`src/rtl/pipe_ctrl_pkg.sv`:
```
// Shared definitions for the pipeline controller: state codes and the default flush depth.
package pipe_ctrl_pkg;

  localparam int FLUSH_DEPTH_DEFAULT = 2;

  typedef logic [2:0] state_code_t;

  localparam state_code_t S_IDLE  = 3'd0;
  localparam state_code_t S_RUN   = 3'd1;
  localparam state_code_t S_STALL = 3'd2;
  localparam state_code_t S_FLUSH = 3'd3;
  localparam state_code_t S_HALT  = 3'd4;
  localparam state_code_t S_STEP  = 3'd5;

endpackage

```
`src/rtl/pipe_ctrl_if.sv`:
```
// Pipeline-side signals between the decode/fetch stages (master) and pipe_ctrl (slave).
interface pipe_ctrl_if;
  logic        halt_dec;
  logic        hazard;
  logic        pcsrc;
  logic [15:0] pctarget;
  logic        pc_en;
  logic        ir_en;
  logic        flush;
  logic        pcsrc_out;
  logic [15:0] pctarget_out;

  modport master (
    output halt_dec, hazard, pcsrc, pctarget,
    input  pc_en, ir_en, flush, pcsrc_out, pctarget_out
  );

  modport slave (
    input  halt_dec, hazard, pcsrc, pctarget,
    output pc_en, ir_en, flush, pcsrc_out, pctarget_out
  );
endinterface

```
`src/rtl/pipe_ctrl_edge_det.sv`:
```
// Rising-edge detector: one registered copy of the input, pulse while input is new-high.
module edge_det (
  input  logic clock4,
  input  logic reset,
  input  logic d,
  output logic rise
);
  logic q_r;

  // Previous-cycle copy of the input
  always_ff @(posedge clock4) begin
    if (reset) begin
      q_r <= 1'b0;
    end else begin
      q_r <= d;
    end
  end

  assign rise = d & ~q_r;
endmodule

```
`src/rtl/pipe_ctrl.sv`:
```
// Pipeline control FSM sequencing fetch through run/stall/flush/halt.
// Define PIPE_CTRL_SINGLE_STEP_EN to compile in single-step support.
module pipe_ctrl
  import pipe_ctrl_pkg::*;
#(
  parameter int FLUSH_DEPTH = FLUSH_DEPTH_DEFAULT
) (
  input  logic        clock4,
  input  logic        reset,
  input  logic        run,
  input  logic        step,
  pipe_ctrl_if.slave  pif,
  output logic        halted,
  output logic [2:0]  state,
  output logic [15:0] fetch_cnt
);
`ifdef PIPE_CTRL_SINGLE_STEP_EN
  localparam logic STEP_EN = 1'b1;
`else
  localparam logic STEP_EN = 1'b0;
`endif
  localparam logic [2:0] FLUSH_LOAD = 3'(FLUSH_DEPTH);

  state_code_t state_r, state_nxt_s;
  logic [2:0]  cnt_r, cnt_nxt_s;
  logic        step_flush_r, step_flush_nxt_s;
  logic [15:0] fetch_cnt_r;
  logic        run_rise_s, step_rise_s;
  logic        pc_en_s, ir_en_s, flush_s, pcsrc_out_s, halted_s;
  logic [15:0] pctarget_out_s;

  edge_det u_run_edge  (.clock4(clock4), .reset(reset), .d(run),  .rise(run_rise_s));
  edge_det u_step_edge (.clock4(clock4), .reset(reset), .d(step), .rise(step_rise_s));

  // Next-state and same-cycle pipeline enables
  always_comb begin
    state_nxt_s      = state_r;
    cnt_nxt_s        = cnt_r;
    step_flush_nxt_s = step_flush_r;
    pc_en_s          = 1'b0;
    ir_en_s          = 1'b0;
    flush_s          = 1'b0;
    pcsrc_out_s      = 1'b0;
    pctarget_out_s   = 16'd0;
    halted_s         = 1'b0;
    case (state_r)
      S_IDLE, S_HALT: begin
        halted_s = (state_r == S_HALT);
        if (run_rise_s) begin
          state_nxt_s = S_RUN;
        end else if (STEP_EN && step_rise_s) begin
          state_nxt_s = S_STEP;
        end else begin
          state_nxt_s = state_r;
        end
      end
      S_RUN, S_STALL: begin
        if (pif.halt_dec) begin
          state_nxt_s = S_HALT;
        end else if (pif.pcsrc) begin
          pc_en_s          = 1'b1;
          ir_en_s          = 1'b1;
          pcsrc_out_s      = 1'b1;
          pctarget_out_s   = pif.pctarget;
          cnt_nxt_s        = FLUSH_LOAD;
          step_flush_nxt_s = 1'b0;
          state_nxt_s      = S_FLUSH;
        end else if (pif.hazard) begin
          state_nxt_s = S_STALL;
        end else begin
          pc_en_s     = 1'b1;
          ir_en_s     = 1'b1;
          state_nxt_s = S_RUN;
        end
      end
      S_FLUSH: begin
        flush_s = 1'b1;
        pc_en_s = 1'b1;
        // A branch inside the bubble window restarts it; halt_dec here belongs to a squashed slot
        if (pif.pcsrc) begin
          pcsrc_out_s    = 1'b1;
          pctarget_out_s = pif.pctarget;
          cnt_nxt_s      = FLUSH_LOAD;
        end else if (cnt_r <= 3'd1) begin
          cnt_nxt_s        = 3'd0;
          step_flush_nxt_s = 1'b0;
          state_nxt_s      = step_flush_r ? S_HALT : S_RUN;
        end else begin
          cnt_nxt_s = cnt_r - 3'd1;
        end
      end
      S_STEP: begin
        if (STEP_EN) begin
          pc_en_s = 1'b1;
          ir_en_s = 1'b1;
          if (pif.pcsrc && !pif.halt_dec) begin
            pcsrc_out_s      = 1'b1;
            pctarget_out_s   = pif.pctarget;
            cnt_nxt_s        = FLUSH_LOAD;
            step_flush_nxt_s = 1'b1;
            state_nxt_s      = S_FLUSH;
          end else begin
            state_nxt_s = S_HALT;
          end
        end else begin
          state_nxt_s = S_IDLE;
        end
      end
      default: begin
        cnt_nxt_s        = 3'd0;
        step_flush_nxt_s = 1'b0;
        state_nxt_s      = S_IDLE;
      end
    endcase
  end

  // State, flush counter and fetch counter registers
  always_ff @(posedge clock4) begin
    if (reset) begin
      state_r      <= S_IDLE;
      cnt_r        <= 3'd0;
      step_flush_r <= 1'b0;
      fetch_cnt_r  <= 16'd0;
    end else begin
      state_r      <= state_nxt_s;
      cnt_r        <= cnt_nxt_s;
      step_flush_r <= step_flush_nxt_s;
      if (pc_en_s) begin
        fetch_cnt_r <= fetch_cnt_r + 16'd1;
      end else begin
        fetch_cnt_r <= fetch_cnt_r;
      end
    end
  end

  // Reset holds every pipeline-facing output low regardless of the current state
  assign pif.pc_en        = pc_en_s & ~reset;
  assign pif.ir_en        = ir_en_s & ~reset;
  assign pif.flush        = flush_s & ~reset;
  assign pif.pcsrc_out    = pcsrc_out_s & ~reset;
  assign pif.pctarget_out = reset ? 16'd0 : pctarget_out_s;
  assign halted           = halted_s & ~reset;
  assign state            = state_r;
  assign fetch_cnt        = fetch_cnt_r;
endmodule

```
`src/flat_wrapper.sv`:
```
// flat-port wrapper written by rule: the top's interface ports become plain ports
module pipe_ctrl_flat import pipe_ctrl_pkg::*;
#(
  parameter int FLUSH_DEPTH = FLUSH_DEPTH_DEFAULT
)
  (clock4, reset, run, step, halted, state, fetch_cnt, pif_halt_dec, pif_hazard, pif_pcsrc, pif_pctarget, pif_pc_en, pif_ir_en, pif_flush, pif_pcsrc_out, pif_pctarget_out);
  pipe_ctrl_if pif_i ();
  input  logic clock4;
  input  logic reset;
  input  logic run;
  input  logic step;
  output logic halted;
  output logic [2:0] state;
  output logic [15:0] fetch_cnt;
  input wire logic [$bits(pif_i.halt_dec)-1:0] pif_halt_dec;
  input wire logic [$bits(pif_i.hazard)-1:0] pif_hazard;
  input wire logic [$bits(pif_i.pcsrc)-1:0] pif_pcsrc;
  input wire logic [$bits(pif_i.pctarget)-1:0] pif_pctarget;
  output wire logic [$bits(pif_i.pc_en)-1:0] pif_pc_en;
  output wire logic [$bits(pif_i.ir_en)-1:0] pif_ir_en;
  output wire logic [$bits(pif_i.flush)-1:0] pif_flush;
  output wire logic [$bits(pif_i.pcsrc_out)-1:0] pif_pcsrc_out;
  output wire logic [$bits(pif_i.pctarget_out)-1:0] pif_pctarget_out;
  assign pif_i.halt_dec = pif_halt_dec;
  assign pif_i.hazard = pif_hazard;
  assign pif_i.pcsrc = pif_pcsrc;
  assign pif_i.pctarget = pif_pctarget;
  assign pif_pc_en = pif_i.pc_en;
  assign pif_ir_en = pif_i.ir_en;
  assign pif_flush = pif_i.flush;
  assign pif_pcsrc_out = pif_i.pcsrc_out;
  assign pif_pctarget_out = pif_i.pctarget_out;
  pipe_ctrl #(.FLUSH_DEPTH(FLUSH_DEPTH)) u_core (.clock4(clock4), .reset(reset), .run(run), .step(step), .pif(pif_i), .halted(halted), .state(state), .fetch_cnt(fetch_cnt));
endmodule
```
`config.mk`:
```
export PLATFORM = sky130hd
export DESIGN_NAME = pipe_ctrl_flat
export DESIGN_NICKNAME = d
export VERILOG_FILES = /design/src/rtl/pipe_ctrl_pkg.sv /design/src/rtl/pipe_ctrl_if.sv /design/src/rtl/pipe_ctrl_edge_det.sv /design/src/rtl/pipe_ctrl.sv /design/src/flat_wrapper.sv
export SDC_FILE = /design/constraint.sdc
export NUM_CORES = 1
export LEC_CHECK = 0
export BUFFER_PORTS_ARGS = -buffer_cell sky130_fd_sc_hd__buf_4
export CAP_MARGIN = 5
export CORE_ASPECT_RATIO = 0.6
export CORE_MARGIN = 2
export CORE_UTILIZATION = 43
export DETAILED_ROUTE_END_ITERATION = 6
export PLACE_DENSITY = 0.73
export SLEW_MARGIN = 0
export SYNTH_ARGS = -nofsm -noshare
export SYNTH_HDL_FRONTEND = slang
export SYNTH_HIERARCHICAL = 1
export SYNTH_SLANG_ARGS = --single-unit
```
`constraint.sdc`:
```
create_clock -name clock4 -period 1.6 [get_ports clock4]
set_input_delay 0.16 -clock clock4 [delete_from_list [all_inputs] [get_ports clock4]]
set_output_delay 0.16 -clock clock4 [all_outputs]
set_load 0.02 [all_outputs]
```
Word-level counts from Yosys, hierarchy flattened
Index checks and enable logic that the tools add are counted.
W data, S select, Z words.
{"block": "op_classes", "add_sub_neg": 2, "mux": 32, "reduce_logical": 7, "bitwise": 9, "eq_ne": 10, "order_cmp": 1}
{"op": "$mux W16", "count": 3}
{"op": "$pmux W16 S2", "count": 1}
{"op": "$mux W3", "count": 10}
{"op": "$pmux W3 S3", "count": 2}
{"op": "$add A16 B1 Y16 const B", "count": 1}
{"op": "$mux W1", "count": 12}
{"op": "$and A1 B1 Y1", "count": 6}
{"op": "$eq A3 B2 Y1 const B", "count": 2}
{"op": "$eq A3 B3 Y1 const B", "count": 2}
{"op": "$ne A2 B2 Y1 const B", "count": 3}
{"op": "$reduce_and A3 Y1", "count": 2}
{"op": "$reduce_and A5 Y1", "count": 1}
{"op": "$ne A2 B1 Y1 const B", "count": 2}
{"op": "$pmux W1 S2", "count": 2}
{"op": "$reduce_or A2 Y1", "count": 2}
{"op": "$eq A3 B1 Y1 const B", "count": 1}
{"op": "$le A3 B1 Y1 const B", "count": 1}
{"op": "$logic_not A3 Y1", "count": 1}
{"op": "$not A1 Y1", "count": 3}
{"op": "$pmux W1 S3", "count": 1}
{"op": "$reduce_or A3 Y1", "count": 1}
{"op": "$sub A3 B1 Y3 const B", "count": 1}
{"op": "$mux W2", "count": 1}
{"block": "totals", "out_inout_bits": 40, "in_bits": 23, "ff_bits": 24}

Longest topological paths before layout
{"block": "depth", "ltp_word": 5, "ltp_mapped": 7, "ltp_nobuf": 7}

Hierarchy
The synthesis kept the hierarchy.
{"module": "pipe_ctrl", "n_inst": 1, "seq_area_each_um2": 440.4, "area_each_um2": 1461.4, "cells_each": 173}
{"module": "edge_det", "n_inst": 1, "seq_area_each_um2": 20.0, "area_each_um2": 47.5, "cells_each": 3}

Worst setup path after synthesis
Ideal clock, no wire load.
{"block": "synth_timing", "path_type": "reg2out", "start": "reg u_core.state_r[0], in the netlist u_core/state[0]", "end": "out pif_pctarget_out[15]", "t_arrival_ns": 1.827, "required_time_ns": 1.440, "path_stages_with_launch": 6, "path_slack_ns": -0.387, "path_cell_list": "dfxtp_1 > inv_1 > o21ai_0 > and3_1 > clkbuf_1 > nor4bb_1"}
{"block": "synth_between", "elab_chain_cells": 4, "word_cells_on_any_way": 6}
{"element": "start, declared", "line_no": "pipe_ctrl.sv:24", "source": "state_code_t state_r, state_nxt_s;"}
{"element": "start signal, assigned", "line_no": "pipe_ctrl.sv:125", "source": "state_r <= state_nxt_s;"}
{"element": "$eq A3 B1 Y1 / $eq A3 B2 Y1 (equally long branches)", "line_no": "pipe_ctrl.sv:46", "source": "case (state_r)"}
{"element": "$reduce_or A2 Y1", "line_no": "pipe_ctrl.sv:46"}
{"element": "$pmux W16 S2 (*)", "line_no": "pipe_ctrl.sv:46"}
{"element": "$mux W16 (*)", "line_no": "pipe_ctrl.sv:141", "source": "assign pif.pctarget_out = reset ? 16'd0 : pctarget_out_s;"}
{"element": "end, declared", "line_no": "flat_wrapper.sv:23", "source": "output wire logic [$bits(pif_i.pctarget_out)-1:0] pif_pctarget_out;"}
Mark *: on every way between the ends. The rest lies on a longest branch, timed or not.

Worst setup path in the final report
{"block": "layout_timing", "start": "reg u_core.state_r[0], in the netlist u_core/state[0]", "end": "out pif_pctarget_out[9]"}
Same word-level chain as after synthesis.

==> results_dict.tcl <==
set metrics [dict create \
    status "finished, violations left" \
    violations "negative setup slack" \
    tns_ns -2.242 \
    path_buf_inv 2 \
    start_kind "register" \
    seqCellArea_um2 471.7 \
    fp.dieH_um 49.89 \
    gp_congestion 0.7456 \
    mostFrequentLayoutCells "77 x buf_4, 23 x nor2_1, 20 x dfxtp_1" \
    numCtsBuffers 3 \
    crit_top_cell "o21ai_1" \
    crit_path_top_delay_cell "dfxtp_4" \
    grt_pass1_vias 1379 \
    p_sw_share_pct 28.89 \
    holdCritPathClass "in -> reg" \
    pin_count 63 \
    drive_above_1_share_pct 53.82 \
    final-setup-viol-count 25 \
    grt_max_degree 15 \
    path_class "reg -> out" \
    cts-hold-fix-buffers 0 \
    path_cells "o21ai_1 -> o21ai_1 -> and3_4 -> buf_6 -> and2_1 -> buf_4" \
    netlist_area_mm2 0.001509 \
    synth_seq_cells 23 \
    power_frac_seq_pct 46.1 \
    switchingPower_mw 0.3712 \
    fmax_ghz 0.5691 \
    clockPowerShare_pct 28.8 \
    final_common_cell "buf_4" \
    place_hpwl_um 2955 \
    vdd_ir_drop_max_uv 448.2 \
    synth_seq_area_share_pct 30.51 \
    cts_tree "yes" \
    syn_area_per_cell_um2 8.574 \
    root_buffer "clkbuf_8" \
    slew_viol_final 0 \
    ys_warn_count 6 \
    worst_slack_ns -0.1571 \
    combPwrFrac_pct 25.1 \
    arrival_ns 1.60 \
    maxCapViolations 0 \
    synth_flop_cell "dfxtp_1" \
    initial_core_util_pct 45.68 \
    track_usage_pct 21.24 \
    syn2layout_area_growth_pct 66.00 \
    cts.sink_count 23 \
    htreeDepth 1 \
    num_rows 16 \
    synthArstFlopShare_pct 0 \
    totalPowerFinal_mw 1.285 \
    multi_input_area_mm2 0.001140 \
    worstSetupEndpointType "output port" \
    slew_headroom_pct 72.93 \
    nFillCells 205 \
    coreArea_mm2 0.003303 \
    synth_edf_count 0 \
    clk_latency_ns 0.27 \
    num-nets-final 289 \
    syn-num-nets 202 \
    viasPerCell 5.625 \
    syn_inst 176 \
    routed_wl_um 5360 \
    wire_per_inst_um 17.46 \
    synth_cell_types 44 \
    drc 0 \
    drt_iter0_markers 156 \
    grt_pass1_wl_um 6706 \
    antenna_left 0 \
    p_per_area_mw_per_mm2 513.0 \
    required_ns 1.44 \
    crit_family "flip-flops" \
    io_buffers 61 \
    antenna-diode-count 0 \
    internal-power_mw 0.9137 \
    skew_ns 0.007489 \
    period_needed_ns 1.757 \
    clkTransAtPathRegs_ns 0.09 \
    clockBufferDepth 2 \
    vias 1727 \
    die_x_um 80.48 \
    rsz0062_at_grt "true" \
    tightest_slew_ns 0.4037 \
    p_leak_nw 1.004 \
    slowest_delay_ns 0.38 \
    grt_antenna_before_repair 0 \
    fin_crit_sh_pct 109.8 \
    first_pass_iters 4 \
    finalHoldViolCount 0 \
    grt-ovfl-total 0 \
    path_max_fanout 8 \
    die_area_mm2 0.004015 \
]
kinds of logic (layout without fill, tap and decap cells):
logic type	count (synthesis)	in the layout	synth area share (%)
simple gates	78	78	28.94
compound gates	37	37	21.97
flops	23	23	30.51
buf+inv	20	106	7.296
xor+xnor	14	14	8.126
fa+ha+maj	3	3	2.488
mux	1	1	0.6634
timing repair:
action | CTS | global route
buffers inserted | 7 | 5
endpoints found under the setup margin | 19 | 39
gates resized for setup | 9 | 42
pin swaps | 5 | 11
gates cloned | 1 | 0
metal layers:
metal / routed length, µm / share of wire (%) / track usage (%) / up-vias
li1: - / - / - / 790
met1: 2286 / 43 / 34.89 / 816
met2: 2474 / 46 / 27.36 / 100
met3: 437 / 8.2 / 4.945 / 21
met4: 162 / 3.0 / 3.390 / 0
met5: 0 / 0 / 0 / -
per-stage QoR:
| step | cell area (µm²) | hold WS (ns) | utilization (%) | setup slack (ns) | std cells |
|---|---|---|---|---|---|
| final | 2505 | 0.1148 | 75.83 | -0.1571 | 307 |
| after global routing | 2505 | 0.1101 | 75.83 | -0.2158 | 307 |
| after CTS | 2270 | 0.1141 | 68.71 | -0.1163 | 302 |
| after detailed placement | 2128 | 0.3931 | 64.43 | 0.08151 | 290 |
| after global placement | 2128 | 0.3918 | 64.43 | 0.09385 | 290 |
| after floorplan | 1548 | 0.2243 | - | -0.02153 | 176 |
registers in the layout (all words and copies together) (netlist names):
register,cells
u_core/fetch_cnt,16
u_core/cnt_r,3
u_core/state,3
u_core/u_run_edge/q_r,1
synthesized netlist by cell type, types with 3 or more instances:
master     instances  area share, %
nor2_1            25            6.2
dfxtp_1           23             31
and2_1            15            6.2
xnor2_1           14            8.1
a21oi_1            8            2.7
inv_1              8            2.0
nand2_1            7            1.7
nand3_1            7            2.3
a2111oi_2          6            6.0
a211oi_1           6            3.0
clkbuf_1           5            1.2
o21ai_0            5            1.7
buf_6              4            3.0
and3_1             3            1.2
ha_1               3            2.5
or3_1              3            1.2
power by group through the flow:
stage | registers (mW) | logic, mW | clock network [mW]
6_report | 0.593 | 0.322 | 0.370
5_1_grt | 0.594 | 0.338 | 0.404
4_1_cts | 0.591 | 0.267 | 0.376
3_5_place_dp | 0.613 | 0.231 | 0
3_3_place_gp | 0.612 | 0.229 | 0
2_1_floorplan | 0.619 | 0.132 | 0
area by class of cell:
class,count,area share (%)
multi-input combinational,133,45.50
timing repair buffer,93,30.27
sequential,23,18.83
tap,45,2.248
clock buffer,4,1.798
inverter,9,1.349
final timing paths:
kind              startpoint               endpoint  slack (ns)  cells past startpoint
max          u_core/state[0]    pif_pctarget_out[9]       -0.16                      6
min                      run  u_core/u_run_edge/q_r        0.11                      2
max reg2reg  u_core/state[2]   u_core/fetch_cnt[15]       -0.08                      6
min reg2reg  u_core/cnt_r[2]        u_core/cnt_r[2]        0.51                      2
(Power assumes the default switching activity.)
